## config.mk

```make
export PLATFORM = sky130hd
export DESIGN_NAME = crossbar_rd_arb_flat
export DESIGN_NICKNAME = d
export VERILOG_FILES = /design/src/rtl/crossbar_rd_arb_if.sv /design/src/rtl/crossbar_rd_arb.sv /design/src/flat_wrapper.sv
export SDC_FILE = /design/constraint.sdc
export NUM_CORES = 1
export LEC_CHECK = 0
export CORE_AREA = 3 3 117 119
export CTS_CLUSTER_DIAMETER = 120
export DETAILED_ROUTE_END_ITERATION = 6
export DIE_AREA = 0 0 120 122
export GPL_ROUTABILITY_DRIVEN = 1
export HOLD_SLACK_MARGIN = 0.02
export PLACE_DENSITY_LB_ADDON = 0.12
export SETUP_SLACK_MARGIN = 0.1
export SLEW_MARGIN = 10
export SYNTH_ARGS = -nofsm -noshare
export SYNTH_HDL_FRONTEND = slang
export SYNTH_SLANG_ARGS = --single-unit
```

## constraint.sdc

```tcl
create_clock -name CLK -period 5.4 [get_ports CLK]
set_input_delay 1.35 -clock CLK [delete_from_list [all_inputs] [get_ports CLK]]
set_output_delay 1.35 -clock CLK [all_outputs]
set_load 0.005 [all_outputs]
```

## src/rtl/crossbar_rd_arb_if.sv

```systemverilog
// crossbar_rd_arb_if -- one AXI-style read link (AR channel + R channel).
//
// Parameters:
//   ADDR_W  AR address width
//   DATA_W  R data width
// Signals:
//   ARVALID/ARADDR/ARREADY  read address handshake
//   RVALID/RDATA/RLAST/RREADY  read data handshake
// Modports:
//   master  issues AR, consumes R (drives ARVALID, ARADDR, RREADY)
//   slave   accepts AR, produces R (drives ARREADY, RVALID, RDATA, RLAST)
interface crossbar_rd_arb_if #(
   parameter int ADDR_W = 32,
   parameter int DATA_W = 64
);
   logic              ARVALID;
   logic [ADDR_W-1:0] ARADDR;
   logic              ARREADY;
   logic              RVALID;
   logic [DATA_W-1:0] RDATA;
   logic              RLAST;
   logic              RREADY;

   modport master (
      output ARVALID, ARADDR, RREADY,
      input  ARREADY, RVALID, RDATA, RLAST
   );

   modport slave (
      input  ARVALID, ARADDR, RREADY,
      output ARREADY, RVALID, RDATA, RLAST
   );
endinterface

```

## src/rtl/crossbar_rd_arb.sv

```systemverilog
// crossbar_rd_arb -- two-master read arbiter in front of the crossbar sync
// stage. One read transaction outstanding at a time: IDLE arbitrates and
// captures the winning address, ADDR presents it downstream, DATA routes the
// R beats back to the granted master until the RLAST handshake.
//
// Parameters:
//   ADDR_W  AR address width (default 32)
//   DATA_W  R data width (default 64)
// Ports:
//   CLK     clock, rising edge
//   RST     asynchronous active-high reset
//   s0, s1  upstream master links (this block is their slave)
//   m       downstream link toward the crossbar sync stage
// Build option:
//   CROSSBAR_RD_ARB_RR_EN  defined   -> round-robin on a tie (port other than
//                                       last-served wins)
//                          undefined -> fixed priority, S0 wins a tie
module crossbar_rd_arb #(
   parameter int ADDR_W = 32,
   parameter int DATA_W = 64
) (
   input  logic               CLK,
   input  logic               RST,
   crossbar_rd_arb_if.slave   s0,
   crossbar_rd_arb_if.slave   s1,
   crossbar_rd_arb_if.master  m
);

   typedef enum logic [1:0] {
      IDLE = 2'd0,
      ADDR = 2'd1,
      DATA = 2'd2
   } state_t;

   state_t            state_q, state_d;
   logic [ADDR_W-1:0] addr_q, addr_d;
   logic              grant_q, grant_d;   // 0 = S0, 1 = S1
   logic              last_q, last_d;     // last port whose burst completed
   logic              any_req;
   logic              win;                // 0 = S0, 1 = S1
   logic              rready_sel;

   always_comb begin
      any_req = s0.ARVALID | s1.ARVALID;
`ifdef CROSSBAR_RD_ARB_RR_EN
      if (s0.ARVALID && s1.ARVALID) begin
         win = ~last_q;
      end else begin
         win = ~s0.ARVALID;
      end
`else
      // last_q is kept for state compatibility but never steers the grant.
      win = ~s0.ARVALID;
`endif
   end

   always_ff @(posedge CLK or posedge RST) begin
      if (RST) begin
         state_q <= IDLE;
         addr_q  <= '0;
         grant_q <= 1'b0;
         last_q  <= 1'b1;
      end else begin
         state_q <= state_d;
         addr_q  <= addr_d;
         grant_q <= grant_d;
         last_q  <= last_d;
      end
   end

   always_comb begin
      state_d    = state_q;
      addr_d     = addr_q;
      grant_d    = grant_q;
      last_d     = last_q;
      rready_sel = grant_q ? s1.RREADY : s0.RREADY;
      s0.ARREADY = 1'b0;
      s1.ARREADY = 1'b0;
      s0.RVALID  = 1'b0;
      s1.RVALID  = 1'b0;
      m.ARVALID  = 1'b0;
      m.RREADY   = 1'b0;

      unique case (state_q)
         IDLE: begin
            // ARREADY is combinational from ARVALID, so it must also be held
            // off while RST is high, not just rely on the state register.
            if (any_req && !RST) begin
               s0.ARREADY = ~win;
               s1.ARREADY = win;
               addr_d     = win ? s1.ARADDR : s0.ARADDR;
               grant_d    = win;
               state_d    = ADDR;
            end
         end
         ADDR: begin
            m.ARVALID = 1'b1;
            if (m.ARREADY) begin
               state_d = DATA;
            end
         end
         DATA: begin
            m.RREADY  = rready_sel;
            s0.RVALID = m.RVALID & ~grant_q;
            s1.RVALID = m.RVALID & grant_q;
            if (m.RVALID && rready_sel && m.RLAST) begin
               state_d = IDLE;
               last_d  = grant_q;
            end
         end
         default: begin
            state_d = IDLE;
         end
      endcase
   end

   // Address register is zero in reset, so this also meets the reset value.
   assign m.ARADDR = addr_q;

   // Data/last fan out to both masters; only the granted one sees RVALID.
   assign s0.RDATA = m.RDATA;
   assign s0.RLAST = m.RLAST;
   assign s1.RDATA = m.RDATA;
   assign s1.RLAST = m.RLAST;

endmodule

```

## src/flat_wrapper.sv

```systemverilog
// flat-port wrapper written by rule: the top's interface ports become plain ports
module crossbar_rd_arb_flat 
#(
   parameter int ADDR_W = 32,
   parameter int DATA_W = 64
)
  (CLK, RST, s0_ARVALID, s0_ARADDR, s0_RREADY, s0_ARREADY, s0_RVALID, s0_RDATA, s0_RLAST, s1_ARVALID, s1_ARADDR, s1_RREADY, s1_ARREADY, s1_RVALID, s1_RDATA, s1_RLAST, m_ARVALID, m_ARADDR, m_RREADY, m_ARREADY, m_RVALID, m_RDATA, m_RLAST);
  crossbar_rd_arb_if #(.ADDR_W(ADDR_W), .DATA_W(DATA_W)) s0_i ();
  crossbar_rd_arb_if #(.ADDR_W(ADDR_W), .DATA_W(DATA_W)) s1_i ();
  crossbar_rd_arb_if #(.ADDR_W(ADDR_W), .DATA_W(DATA_W)) m_i ();
  input  logic CLK;
  input  logic RST;
  input wire logic [$bits(s0_i.ARVALID)-1:0] s0_ARVALID;
  input wire logic [$bits(s0_i.ARADDR)-1:0] s0_ARADDR;
  input wire logic [$bits(s0_i.RREADY)-1:0] s0_RREADY;
  output wire logic [$bits(s0_i.ARREADY)-1:0] s0_ARREADY;
  output wire logic [$bits(s0_i.RVALID)-1:0] s0_RVALID;
  output wire logic [$bits(s0_i.RDATA)-1:0] s0_RDATA;
  output wire logic [$bits(s0_i.RLAST)-1:0] s0_RLAST;
  input wire logic [$bits(s1_i.ARVALID)-1:0] s1_ARVALID;
  input wire logic [$bits(s1_i.ARADDR)-1:0] s1_ARADDR;
  input wire logic [$bits(s1_i.RREADY)-1:0] s1_RREADY;
  output wire logic [$bits(s1_i.ARREADY)-1:0] s1_ARREADY;
  output wire logic [$bits(s1_i.RVALID)-1:0] s1_RVALID;
  output wire logic [$bits(s1_i.RDATA)-1:0] s1_RDATA;
  output wire logic [$bits(s1_i.RLAST)-1:0] s1_RLAST;
  output wire logic [$bits(m_i.ARVALID)-1:0] m_ARVALID;
  output wire logic [$bits(m_i.ARADDR)-1:0] m_ARADDR;
  output wire logic [$bits(m_i.RREADY)-1:0] m_RREADY;
  input wire logic [$bits(m_i.ARREADY)-1:0] m_ARREADY;
  input wire logic [$bits(m_i.RVALID)-1:0] m_RVALID;
  input wire logic [$bits(m_i.RDATA)-1:0] m_RDATA;
  input wire logic [$bits(m_i.RLAST)-1:0] m_RLAST;
  assign s0_i.ARVALID = s0_ARVALID;
  assign s0_i.ARADDR = s0_ARADDR;
  assign s0_i.RREADY = s0_RREADY;
  assign s0_ARREADY = s0_i.ARREADY;
  assign s0_RVALID = s0_i.RVALID;
  assign s0_RDATA = s0_i.RDATA;
  assign s0_RLAST = s0_i.RLAST;
  assign s1_i.ARVALID = s1_ARVALID;
  assign s1_i.ARADDR = s1_ARADDR;
  assign s1_i.RREADY = s1_RREADY;
  assign s1_ARREADY = s1_i.ARREADY;
  assign s1_RVALID = s1_i.RVALID;
  assign s1_RDATA = s1_i.RDATA;
  assign s1_RLAST = s1_i.RLAST;
  assign m_ARVALID = m_i.ARVALID;
  assign m_ARADDR = m_i.ARADDR;
  assign m_RREADY = m_i.RREADY;
  assign m_i.ARREADY = m_ARREADY;
  assign m_i.RVALID = m_RVALID;
  assign m_i.RDATA = m_RDATA;
  assign m_i.RLAST = m_RLAST;
  crossbar_rd_arb #(.ADDR_W(ADDR_W), .DATA_W(DATA_W)) u_core (.CLK(CLK), .RST(RST), .s0(s0_i), .s1(s1_i), .m(m_i));
endmodule
```

Word-level counts from Yosys, hierarchy flattened --
Index checks and enable logic that the tools add are counted.
Operators by class: reduce and logical (&&, ||, !) cells 7, multiplexer cells 14, eq/ne operators 5, bitwise operators 5
Operators by type and width (count):
- 2-to-1 mux 32 bit | 1
- 2-to-1 mux 1 bit | 9
- 2-to-1 mux 2 bit | 3
- one-hot mux 2 bit (3 select lines) | 1
- != test 2 x 1 -> 1 bit, second input constant | 2
- logical AND 1 bit | 3
- AND reduction 3 bit | 1
- AND 1 bit | 2
- equality test 2 x 1 -> 1 bit, second input constant | 1
- equality test 2 bit, second input constant | 1
- zero test 2 bit | 1
- != test 2 bit, second input constant | 1
- inverter 1 bit | 2
- AND reduction 2 bit | 1
- zero test 1 bit | 1
- bitwise OR 1 bit | 1
Storage, ports and cells: register bits after elaboration 35, output and inout port bits 168, input port bits 137, logic and storage cells 34

Logic depth before layout (Yosys ltp) --
depth in word-level cells 5, mapped depth 5, depth with buffers taken out 3

Least setup slack after synthesis --
Ideal clock, no wire load.
kind input to output, from input port s0_ARVALID, to output port s1_ARREADY, stages 5, setup slack 1748 ps, data required time 4050 ps, path buffers 2, data arrival time 2302 ps, path through buf_4 -> nor2_2 -> nor4_4 -> buf_6 -> nor2b_1
On the way: cells in the longest elaborated chain, start to end 4, elaborated cells between the ends (all ways) 5, those cells by class mux: 2; bitwise: 2; reduce/logical: 1
Ends and longest elaborated chain:
- start, declared | RTL line flat_wrapper.sv:13 | input wire logic [$bits(s0_i.ARVALID)-1:0] s0_ARVALID;
- bitwise OR 1 bit | RTL line crossbar_rd_arb.sv:44 | any_req = s0.ARVALID | s1.ARVALID;
- logical AND 1 bit | RTL line crossbar_rd_arb.sv:88 | if (any_req && !RST) begin
- 2-to-1 mux 1 bit (*) | RTL line crossbar_rd_arb.sv:88
- 2-to-1 mux 1 bit (*) | RTL line crossbar_rd_arb.sv:84 | unique case (state_q)
- end, declared | RTL line flat_wrapper.sv:23 | output wire logic [$bits(s1_i.ARREADY)-1:0] s1_ARREADY;
Every way passes the cells marked *; elsewhere a longest branch is shown, timed or not.

Worst setup path after layout --
from input port RST, to output port s1_ARREADY
On the way: cells in the longest elaborated chain, start to end 4
Ends and longest elaborated chain:
- start, declared | RTL line flat_wrapper.sv:12 | input logic RST;
- zero test 1 bit (no line)
- logical AND 1 bit | RTL line crossbar_rd_arb.sv:88
- 2-to-1 mux 1 bit | RTL line crossbar_rd_arb.sv:88
- 2-to-1 mux 1 bit | RTL line crossbar_rd_arb.sv:84
Every way passes these cells.

==> results.md <==
- Post-place instance area: 3080 um^2
- Rows: 41
- Gr usage total: 0.0982
- Vias: 1530
- TritonCTS clock tree: yes
- Max_slew headroom: 0.453
- Reg-to-Reg End: u_core.m.ARADDR[23]
- Final min period: 4170 ps
- Mapped Nets: 392
- Post-Syn Area: 2750 um^2
- Die Ht: 122 um
- Number of setup violations in the final report: 0
- Worst setup path start: RST
- Synth area leaders: buf_4 (36%), dfrtp_1 (32%), mux2_2 (26%)
- Chip width: 120 um
- Worst Path Arrival: 2820 ps
- Number of global-route vias before repair: 1722
- Total gr overflow: 0
- Final setup margin: 1230 ps
- Clock Latency Late Sink: 280 ps
- Synth area leader: buf_4
- Buf+Inv Stages, Crit Path: 2
- DP Worst Slack: 1170 ps
- Post-synth EDFFs: 0
- Crit path capture: s1_ARREADY
- Async S/R FF share, synth: 1.00
- Fmax: 240 MHz
- Req. time, crit path: 4050 ps
- Post-Syn Instances: 255
- Static leakage: 1.25 nW
- Port bufs: 112
- Clk_skew: 2.17 ps
- Number of fill cells: 1370
- Unrepaired setup endpoints after global routing: no
- Critical Path Source Type: input port
- Total CTS buffers: 5
- Yosys warnings: 0
- Netlist cell types: 16
- Die area: 14600 um^2
- Worst Tran Pin Value: 820 ps
- Register-to-register setup slack: 3740 ps
- # Max-Cap Violations: 0
- Origin of the critical flop-to-flop path: u_core.state_q[1]
- Met3 Use GR: 0.0636
- Met1 GRT Util: 0.0898
- Setup TNS Final: 0 ps
- Total wire length: 7530 um
- CTS Hold Bufs: 0
- PostCTS Resize Cnt: 0
- Post-route DRC: 0
- Top-area cell type share of the netlist area: 0.357
- Pwr per Cell Area: 421 nW/um^2
- Placed cell count: 405
- Most common cell on crit path: clkdlybuf4s50_1
- Cells on worst reg2reg path: 3
- ANT nets after route: 0
- Tot Pwr: 1.35 mW
- Via density: 3.70
- Peak supply drop: 122 uV
- Initial Utilization: 0.217
- First-pass GRT wire length: 10700 um
- Largest net degree at the start of global routing: 36
- Most common cell in the netlist: buf_4
- Crit. path cell count: 4
- CTS clk-pin slew, worst paths: 50 ps
- Critical path, cell by cell: clkdlybuf4s50_1 -> nor4_4 -> nor2b_1 -> clkdlybuf4s50_1
- Finished Cell Area: 3220 um^2
- Critical path's largest stage delay: 510 ps
- Final cell count without fillers: 413
- Sequential area share after synthesis: 0.318
- Status: finished clean
- HP Class: flop to flop
- Initial antenna violation count: 0
- Critical path class: input port to output port
- DR iter-0 viols: 16
- Share of layout cells above drive strength 1: 0.315
- CP Max Fanout: 4
- Core area: 12700 um^2
- Ant diodes: 0
- CP endpoint kind: output port
- Drt wl/cell: 18.2 um
- Crit-path slowest cell: clkdlybuf4s50_1
- Post-CTS Setup Bufs: 0
- GRT met2 Usage: 0.178
- Post-synth top cells: buf_4 (131), mux2_2 (63), dfrtp_1 (35)
- Syn avg cell area: 10.8 um^2
- Period utilization: 0.771
- Slew Limit Fails: 0
- Area growth, synth to finish: 16.8%
- Top FF cell, synth: dfrtp_1
- Clock sinks: 35
- Max Root-Sink Buffers: 2
- Nets: 377
- Post-DP HPWL: 6150 um
- Gr busiest metal: met2
- CTS H-tree depth: 2
- Final GP Congestion: 0.668
- Root Driver: clkbuf_16
- # IOs: 305
- Register bit total from synthesis: 35
- DRT Pass-1 Iters: 2
- Crit path max-delay family: buffers and inverters
- Hold Violations, Final: 0
## state kept, by name (all words and copies together) (netlist names)
| register | cells |
|---|---|
| u_core.m.ARADDR | 32 |
| u_core.state_q | 2 |
| u_core.grant_q | 1 |
## per-stage QoR
stage / util / hold slack (ps)
floorplan: - / 483
global placement: 0.243 / 469
detailed placement: 0.243 / 480
CTS: 0.254 / 494
global route: 0.254 / 518
finish: 0.254 / 491
## layout make-up
| class | instances | area [um^2] | share of cell area |
|---|---|---|---|
| sequential | 35 | 876 | 0.272 |
| tap | 172 | 215 | 0.0669 |
| timing repair buffer | 115 | 1140 | 0.354 |
| clock inverter | 1 | 5.00 | 0.00156 |
| clock buffer | 7 | 133 | 0.0412 |
| inverter | 3 | 11.3 | 0.00350 |
| multi-input combinational | 80 | 837 | 0.260 |
## layout by cell type (no fill, tap or decap), drive strengths merged, types with 2 or more instances in the layout
master,synthesis,layout
mux2i,2,2
and3,2,2
dfrtp,35,35
nand2,2,2
clkbuf,3,7
mux2,64,64
inv,3,3
o21ai,2,2
clkdlybuf4s50,0,111
nor2b,4,4
buf,134,4
## metal layers
metal | vias up | wire [um]
met4 | 0 | 99
li1 | 670 | -
met5 | - | 0
met3 | 14 | 1110
met1 | 687 | 2290
met2 | 159 | 4030
## report_power, final
group / internal [mW] / total (mW) / leakage (nW) / switching [mW]
logic: 0.420 / 0.602 / 0.765 / 0.181
registers: 0.397 / 0.471 / 0.413 / 0.0737
clock network: 0.171 / 0.280 / 0.0679 / 0.109
total: 0.988 / 1.35 / 1.25 / 0.364
## worst min-delay path by stage
stage / slack (ps) / end / startpoint / cells after the start
after floorplan: 480 / u_core.m.ARADDR[17] / u_core.m.ARADDR[17] / 1
after global placement: 470 / u_core.m.ARADDR[17] / u_core.m.ARADDR[17] / 1
after detailed placement: 480 / u_core.m.ARADDR[17] / u_core.m.ARADDR[17] / 1
after CTS: 490 / u_core.m.ARADDR[17] / u_core.m.ARADDR[17] / 1
after global routing: 520 / u_core.m.ARADDR[17] / u_core.m.ARADDR[17] / 1
final: 490 / u_core.m.ARADDR[17] / u_core.m.ARADDR[17] / 1
## cells by family (layout without fill, tap and decap cells)
| group | Yosys count | after routing | synth area share |
|---|---|---|---|
| AOI/OAI and AO/OA | 3 | 3 | 0.00636 |
| and+or+nand+nor | 11 | 11 | 0.0286 |
| muxes | 66 | 66 | 0.269 |
| buffers and inverters | 140 | 126 | 0.378 |
| DFF | 35 | 35 | 0.318 |
No activity file was read; power rests on OpenSTA's default activity.
